[config.mk]
export PLATFORM = sky130hd
export DESIGN_NAME = regfile_scoreboard
export DESIGN_NICKNAME = d
export VERILOG_FILES = /design/src/rtl/regfile_scoreboard.sv
export SDC_FILE = /design/constraint.sdc
export NUM_CORES = 2
export LEC_CHECK = 0
export CAP_MARGIN = 20
export CORE_ASPECT_RATIO = 0.6
export CORE_MARGIN = 2
export CORE_UTILIZATION = 45
export DETAILED_ROUTE_END_ITERATION = 10
export PLACE_DENSITY = 0.63
export SETUP_SLACK_MARGIN = 0.1
export SLEW_MARGIN = 10
export SYNTH_ARGS = -nofsm -noshare
export SYNTH_HDL_FRONTEND = slang
export SYNTH_SLANG_ARGS = --single-unit
[constraint.sdc]
create_clock -name clk -period 3.3 [get_ports clk]
set_input_delay 0.66 -clock clk [delete_from_list [all_inputs] [get_ports clk]]
set_output_delay 0.66 -clock clk [all_outputs]
set_load 0.01 [all_outputs]
[src/rtl/regfile_scoreboard.sv]
// Register file (x0 = 0) with per-register pending-producer counters for issue hazard tracking.
// Reads and busy are combinational. Issue stalls via issue_ready once a counter saturates.
module regfile_scoreboard #(
  parameter int XLEN   = 32,
  parameter int NREG   = 32,
  parameter int AW     = $clog2(NREG),
  parameter int PW     = 2,
  parameter int BYPASS = 1
) (
  input  logic            clk,
  input  logic            rst_n,
  input  logic            we,
  input  logic [AW-1:0]   rd,
  input  logic [XLEN-1:0] wd,
  input  logic [AW-1:0]   rs1,
  input  logic [AW-1:0]   rs2,
  output logic [XLEN-1:0] rd1,
  output logic [XLEN-1:0] rd2,
  output logic            busy1,
  output logic            busy2,
  input  logic            issue_valid,
  input  logic [AW-1:0]   issue_rd,
  output logic            issue_ready,
  input  logic            flush
);

  localparam logic [PW-1:0] PMAX = '1;
  localparam logic [PW-1:0] PONE = PW'(1);

  logic [XLEN-1:0] regs [NREG];
  logic [PW-1:0]   pend [NREG];

  logic wr_en;
  logic hs;

  assign wr_en       = we && (rd != '0);
  assign issue_ready = (issue_rd == '0) || (pend[issue_rd] != PMAX);
  assign hs          = issue_valid && issue_ready && (issue_rd != '0);

  // A writeback to a source retiring its last producer clears busy in the same cycle only when
  // the data is forwarded; without bypass the consumer must wait for the register update.
  always_comb begin
    rd1   = '0;
    rd2   = '0;
    busy1 = (pend[rs1] != '0);
    busy2 = (pend[rs2] != '0);
    if (rs1 != '0) begin
      if ((BYPASS != 0) && wr_en && (rd == rs1)) rd1 = wd;
      else                                       rd1 = regs[rs1];
    end
    if (rs2 != '0) begin
      if ((BYPASS != 0) && wr_en && (rd == rs2)) rd2 = wd;
      else                                       rd2 = regs[rs2];
    end
    if ((BYPASS != 0) && wr_en && (rd == rs1) && (pend[rs1] == PONE)) busy1 = 1'b0;
    if ((BYPASS != 0) && wr_en && (rd == rs2) && (pend[rs2] == PONE)) busy2 = 1'b0;
  end

  always_ff @(posedge clk or negedge rst_n) begin
    if (!rst_n) begin
      for (int i = 0; i < NREG; i++) begin
        regs[i] <= '0;
        pend[i] <= '0;
      end
    end else begin
      if (wr_en) regs[rd] <= wd;
      // pend[0] is never touched after reset, so it stays zero.
      for (int i = 1; i < NREG; i++) begin
        if (flush) begin
          pend[i] <= '0;
        end else if (hs && (issue_rd == AW'(i))) begin
          if (!(wr_en && (rd == AW'(i)))) pend[i] <= pend[i] + PONE;
        end else if (wr_en && (rd == AW'(i)) && (pend[i] != '0)) begin
          pend[i] <= pend[i] - PONE;
        end
      end
    end
  end

endmodule

Word-level counts from Yosys, hierarchy flattened
Index checks and enable logic that the tools add are counted.
{"block": "word_totals", "inputBits": 57, "out_inout_bits": 67, "reg_bits": 1086, "wordCells": 582}
{"block": "op_classes", "magnitude_cmp": 5, "n_mux": 148, "add_sub_neg": 62, "n_bitwise": 4, "n_reduce_logical": 202, "eq_ne": 98}
{"cell": "bitwise mux 1024 bit", "n": 1}
{"cell": "binary-select mux 32 bit (select 5 bit)", "n": 2}
{"cell": "2-to-1 mux 32 bit", "n": 9}
{"cell": "2-to-1 mux 2 bit", "n": 130}
{"cell": "demux 32 bit (select 5 bit)", "n": 1}
{"cell": "equality test 5 bit (second input constant)", "n": 32}
{"cell": "logical AND 1 bit", "n": 101}
{"cell": "inequality test 3 bit (second input constant)", "n": 31}
{"cell": "nonzero test 3 bit", "n": 31}
{"cell": "equality test 5 x 4 -> 1 bit (second input constant)", "n": 16}
{"cell": "nonzero test 2 bit", "n": 33}
{"cell": "adder 2 x 1 -> 2 bit (second input constant)", "n": 31}
{"cell": "AND reduction 2 bit", "n": 31}
{"cell": "subtractor 2 x 1 -> 2 bit (second input constant)", "n": 31}
{"cell": "equality test 5 x 3 -> 1 bit (second input constant)", "n": 8}
{"cell": "binary-select mux 2 bit (select 5 bit)", "n": 3}
{"cell": "greater-or-equal comparator 6 bit (second input constant)", "n": 4}
{"cell": "NOT 5 -> 6 bit", "n": 4}
{"cell": "equality test 5 x 2 -> 1 bit (second input constant)", "n": 4}
{"cell": "nonzero test 5 bit", "n": 4}
{"cell": "equality test 5 x 1 -> 1 bit (second input constant)", "n": 2}
{"cell": "equality test 5 bit", "n": 2}
{"cell": "< comparator 6 x 1 -> 1 bit (second input constant)", "n": 1}
{"cell": "zero test 5 bit", "n": 1}
{"cell": "other kinds (4)", "n": 6}

Longest topological paths before layout
{"block": "depth", "ltp_word": 11, "mapped_depth": 12, "depth_no_buf": 7}

Worst setup path after synthesis
OpenSTA, ideal clock, no wires.
{"block": "synth_path", "kind": "in2out", "start": "input rs2[0]", "end": "output busy2", "path_buffers": 3, "stages": 7, "path_slack_ns": -0.002, "required_time_ns": 2.640, "arrival_ns": 2.642, "path_cell_list": "clkbuf_1 > buf_2 > buf_2 > mux4_2 > mux4_2 > a211oi_1 > a21oi_1"}
{"block": "synth_via", "elab_chain_len": 7, "word_cells_on_any_way": 10, "cone_classes": "2 x eq/ne; 4 x mux; 1 x bitwise; 3 x reduce/logical"}
{"element": "from (decl)", "line_no": "16", "rtl": "input logic [AW-1:0] rs2,"}
{"element": "NOT 5 -> 6 bit (not written as such)", "line_no": "46, 56"}
{"element": "binary-select mux 2 bit (select 5 bit)", "line_no": "46, 56"}
{"element": "2-to-1 mux 2 bit (not written as such) (2 in a row)", "line_no": "46, 56"}
{"element": "equality test 2 x 1 -> 1 bit", "line_no": "56", "rtl": "if ((BYPASS != 0) && wr_en && (rd == rs2) && (pend[rs2] == PONE)) busy2 = 1'b0;"}
{"element": "logical AND 1 bit", "line_no": "56"}
{"element": "2-to-1 mux 1 bit *", "line_no": "56"}
{"element": "to (decl)", "line_no": "20", "rtl": "output logic busy2,"}
Mark *: on every way between the ends. The rest lies on a longest branch, timed or not. The select of a mux whose other input is x is not followed.

Worst setup path after layout
{"block": "layout_path", "start": "register pend[56] in the netlist's numbering", "end": "output busy2"}
{"block": "layout_via", "elab_chain_len": 6, "word_cells_on_any_way": 7, "cone_classes": "1 x eq/ne; 4 x mux; 2 x reduce/logical"}
{"element": "from (decl)", "line_no": "31", "rtl": "logic [PW-1:0] pend [NREG];"}
{"element": "from (signal, indexed assignment)", "line_no": "72", "rtl": "if (!(wr_en && (rd == AW'(i)))) pend[i] <= pend[i] + PONE;"}
{"element": "from (signal, indexed assignment)", "line_no": "74", "rtl": "pend[i] <= pend[i] - PONE;"}
{"element": "binary-select mux 2 bit (select 5 bit) *", "line_no": "46, 56"}
{"element": "2-to-1 mux 2 bit (not written as such) * (2 in a row)", "line_no": "46, 56"}
{"element": "equality test 2 x 1 -> 1 bit", "line_no": "56"}
{"element": "logical AND 1 bit", "line_no": "56"}
{"element": "2-to-1 mux 1 bit *", "line_no": "56"}
Marked as above.

==> qor.yml <==
status: "finished, violations left"
violations: "negative setup slack"
cts_buffers: 103
critPathKind: "flip-flop to output port"
yosysTopAreaCell: "dfrtp_1"
synthCells: 4103
yosysUniqueCellTypes: 57
vias: 41400
fmax_mhz: 285
synth-seq-cells: 1086
period_share_pct: 106
end_kind: "output port"
max_stage_delay_ps: 460
worstHoldEndpoint: "regs[1017]$_DFFE_PN0P_"
grtUsageTotal_pct: 29.9
period_needed_ps: 3510
avgViaCountPerCell: 6.47
final_nets: 4583
synth_edf_count: 0
cts.reportedPaths.clkPinSlew_ps: 80
r2r-start: "pend[47]$_DFFE_PN0P_"
yosysWarnings: 2
fin_worst_skew_ps: 16.9
port_buffers: 123
max-vdd-ir-drop_uv: 413
antenna_found_initial: 1
num_io_pins: 124
grt_pass1_wl_um: 297000
grt_pass1_vias: 41800
drv_slew: 0
wl_per_cell_um: 31.5
cap_violations: 0
initial_utilization_pct: 45.4
cts_root_buf: "clkbuf_16"
hp-start: "regs[1017]$_DFFE_PN0P_"
cp_slowest_cell: "dfrtp_2"
yosysMostFrequentCell: "dfrtp_1"
cp.required_ps: 2640
coreArea_um2: 132000
powerDensity_nw_per_um2: 551
comb_power_share_pct: 23.3
arrival_ps: 2850
worstMarginPinSlew_ps: 836
p_int_uw: 29700
seqPwrFrac_pct: 42.9
synth.top_cell.area_share_pct: 45.5
chipHeight_um: 286
diodes: 0
finalSetupViolations: 62
synth_area_per_cell_um2: 14.6
syn_to_final_growth_pct: 24.1
r2r_setup_slack_ps: 700
cts_tree: "built"
preCtsSetupSlack_ps: -887
crit_fanout: 5
insertion_delay_ps: 740
final_layout_size_suffix_gt1_share_pct: 57.1
cts_buffer_depth: 3
final_cells: 6398
die_x_um: 475
drt_iter0_markers: 4736
pwr-share-clk_pct: 33.8
worst_slack_ps: -212
hpwl_um: 123000
synth.net_count: 4160
min_path_type: "flip-flop to flip-flop"
htree_num_levels: 3
cts_sinks: 1086
overflow: 0
gp_congestion: 0.897
whs_ps: 394
die-area_um2: 136000
crit_top_cell: "buf_6"
cp-start-kind: "flip-flop"
utilization_pct: 56.4
yosysSeqAreaShare_pct: 45.5
antenna_left: 0
ys_top_cells_by_area: "dfrtp_1 (45%), mux4_2 (26%), mux2_2 (16%)"
synth_common_cells: "dfrtp_1 (1086), mux2_2 (871), mux4_2 (684)"
path_cells: "buf_6, mux2_4, a22o_1, mux4_2, a211oi_2, a21oi_2, buf_4, buf_6"
swShare_pct: 27.3
dp_cells: 6052
drt_drc_violations_left: 0
p_sw_uw: 11200
r2r-end: "pend[38]$_DFFE_PN0P_"
synth_area_um2: 59800
ys.flop_type: "dfrtp_1"
rows: 103
totalWireLength_um: 201000
min_path_cells: 0
grt_max_degree: 117
rsz0062_at_grt: "yes"
reg2regPathDepth: 11
leakagePower_uw: 0.0326
async_flop_share_pct: 100
final-hold-violation-count: 0
firstDrtPassIters: 5
relSlewSlack_pct: 44.2
[power groups by stage]
stage | sequential [uW] | clock (uW) | combinational (uW)
floorplan | 17000 | 0 | 6140
global placement | 17500 | 0 | 8820
detailed placement | 17600 | 0 | 9010
CTS | 17400 | 14000 | 9410
global route | 17800 | 14600 | 10100
finish | 17500 | 13800 | 9520
[cell usage in the layout (no fill, tap or decap), types with 53 or more instances in the layout]
| master | netlist | final |
|---|---|---|
| buf_12 | 0 | 190 |
| clkbuf_16 | 0 | 110 |
| nand2_1 | 425 | 407 |
| mux2_2 | 871 | 870 |
| buf_6 | 6 | 71 |
| dfrtp_1 | 1086 | 1079 |
| a211oi_2 | 0 | 53 |
| buf_4 | 6 | 355 |
| mux4_2 | 684 | 684 |
| nor2_1 | 118 | 103 |
| buf_2 | 75 | 58 |
[area by class of cell]
type,instances,area (um^2)
clock buffers,127,2840
clock inverters,65,1010
fillers,10300,57500
inverters,2,7.51
multi-input cells,2557,31600
flip-flops and latches,1086,27200
well taps,1785,2230
repair buffers,776,9340
[how the worst max path moves through the flow]
stage	from	to	slack, ps
floorplan	rs2[0]	rd2[10]	50
global placement	rd[2]	rd2[4]	-920
detailed placement	rd[2]	rd2[4]	-890
CTS	pend[56]$_DFFE_PN0P_	busy2	-210
global route	pend[56]$_DFFE_PN0P_	busy2	-270
finish	pend[56]$_DFFE_PN0P_	busy2	-210
[metal layers]
metal / wire [um] / GRT usage, %
met5: 0 / 0
met4: 5770 / 7.85
met3: 19000 / 7.12
met2: 90200 / 44.3
met1: 86300 / 44.4
[flip-flops by register name, indices dropped and copies added (netlist names)]
signal,flops
pend,62
regs,1024
[what timing repair did]
action                                  CTS  global route
pin swaps                                52            33
hold endpoints to repair                 25             0
hold buffers                              1             0
endpoints found under the setup margin   67            67
cloned                                   24             4
setup buffers                            99            37
gates resized for setup                 542            66
[metrics by stage]
step	total power (uW)	cell area (um^2)	TNS, ps
floorplan	23100	59800	0
global placement	26300	67400	-38250
detailed placement	26700	67400	-37350
CTS	40800	73600	-7130
global route	42500	74200	-9550
finish	40900	74200	-6830
[worst max-delay path, delay by kind of cell, from the launching register on]
family / cells / cell delay (ps)
DFF: 1 / 460
AOI/OAI and AO/OA: 3 / 520
buffers and inverters: 3 / 410
muxes: 2 / 710
[cell families (layout without fill, tap and decap cells)]
logic type,after synthesis,after routing,share of synthesized area [%]
multiplexers,1632,1632,43.5
flip-flops,1086,1086,45.5
AND/OR/NAND/NOR,678,678,4.81
buffers and inverters,460,970,3.16
AO/OA/AOI/OAI,225,225,2.74
XOR/XNOR,22,22,0.322
Power figures use the tool's default switching activity.
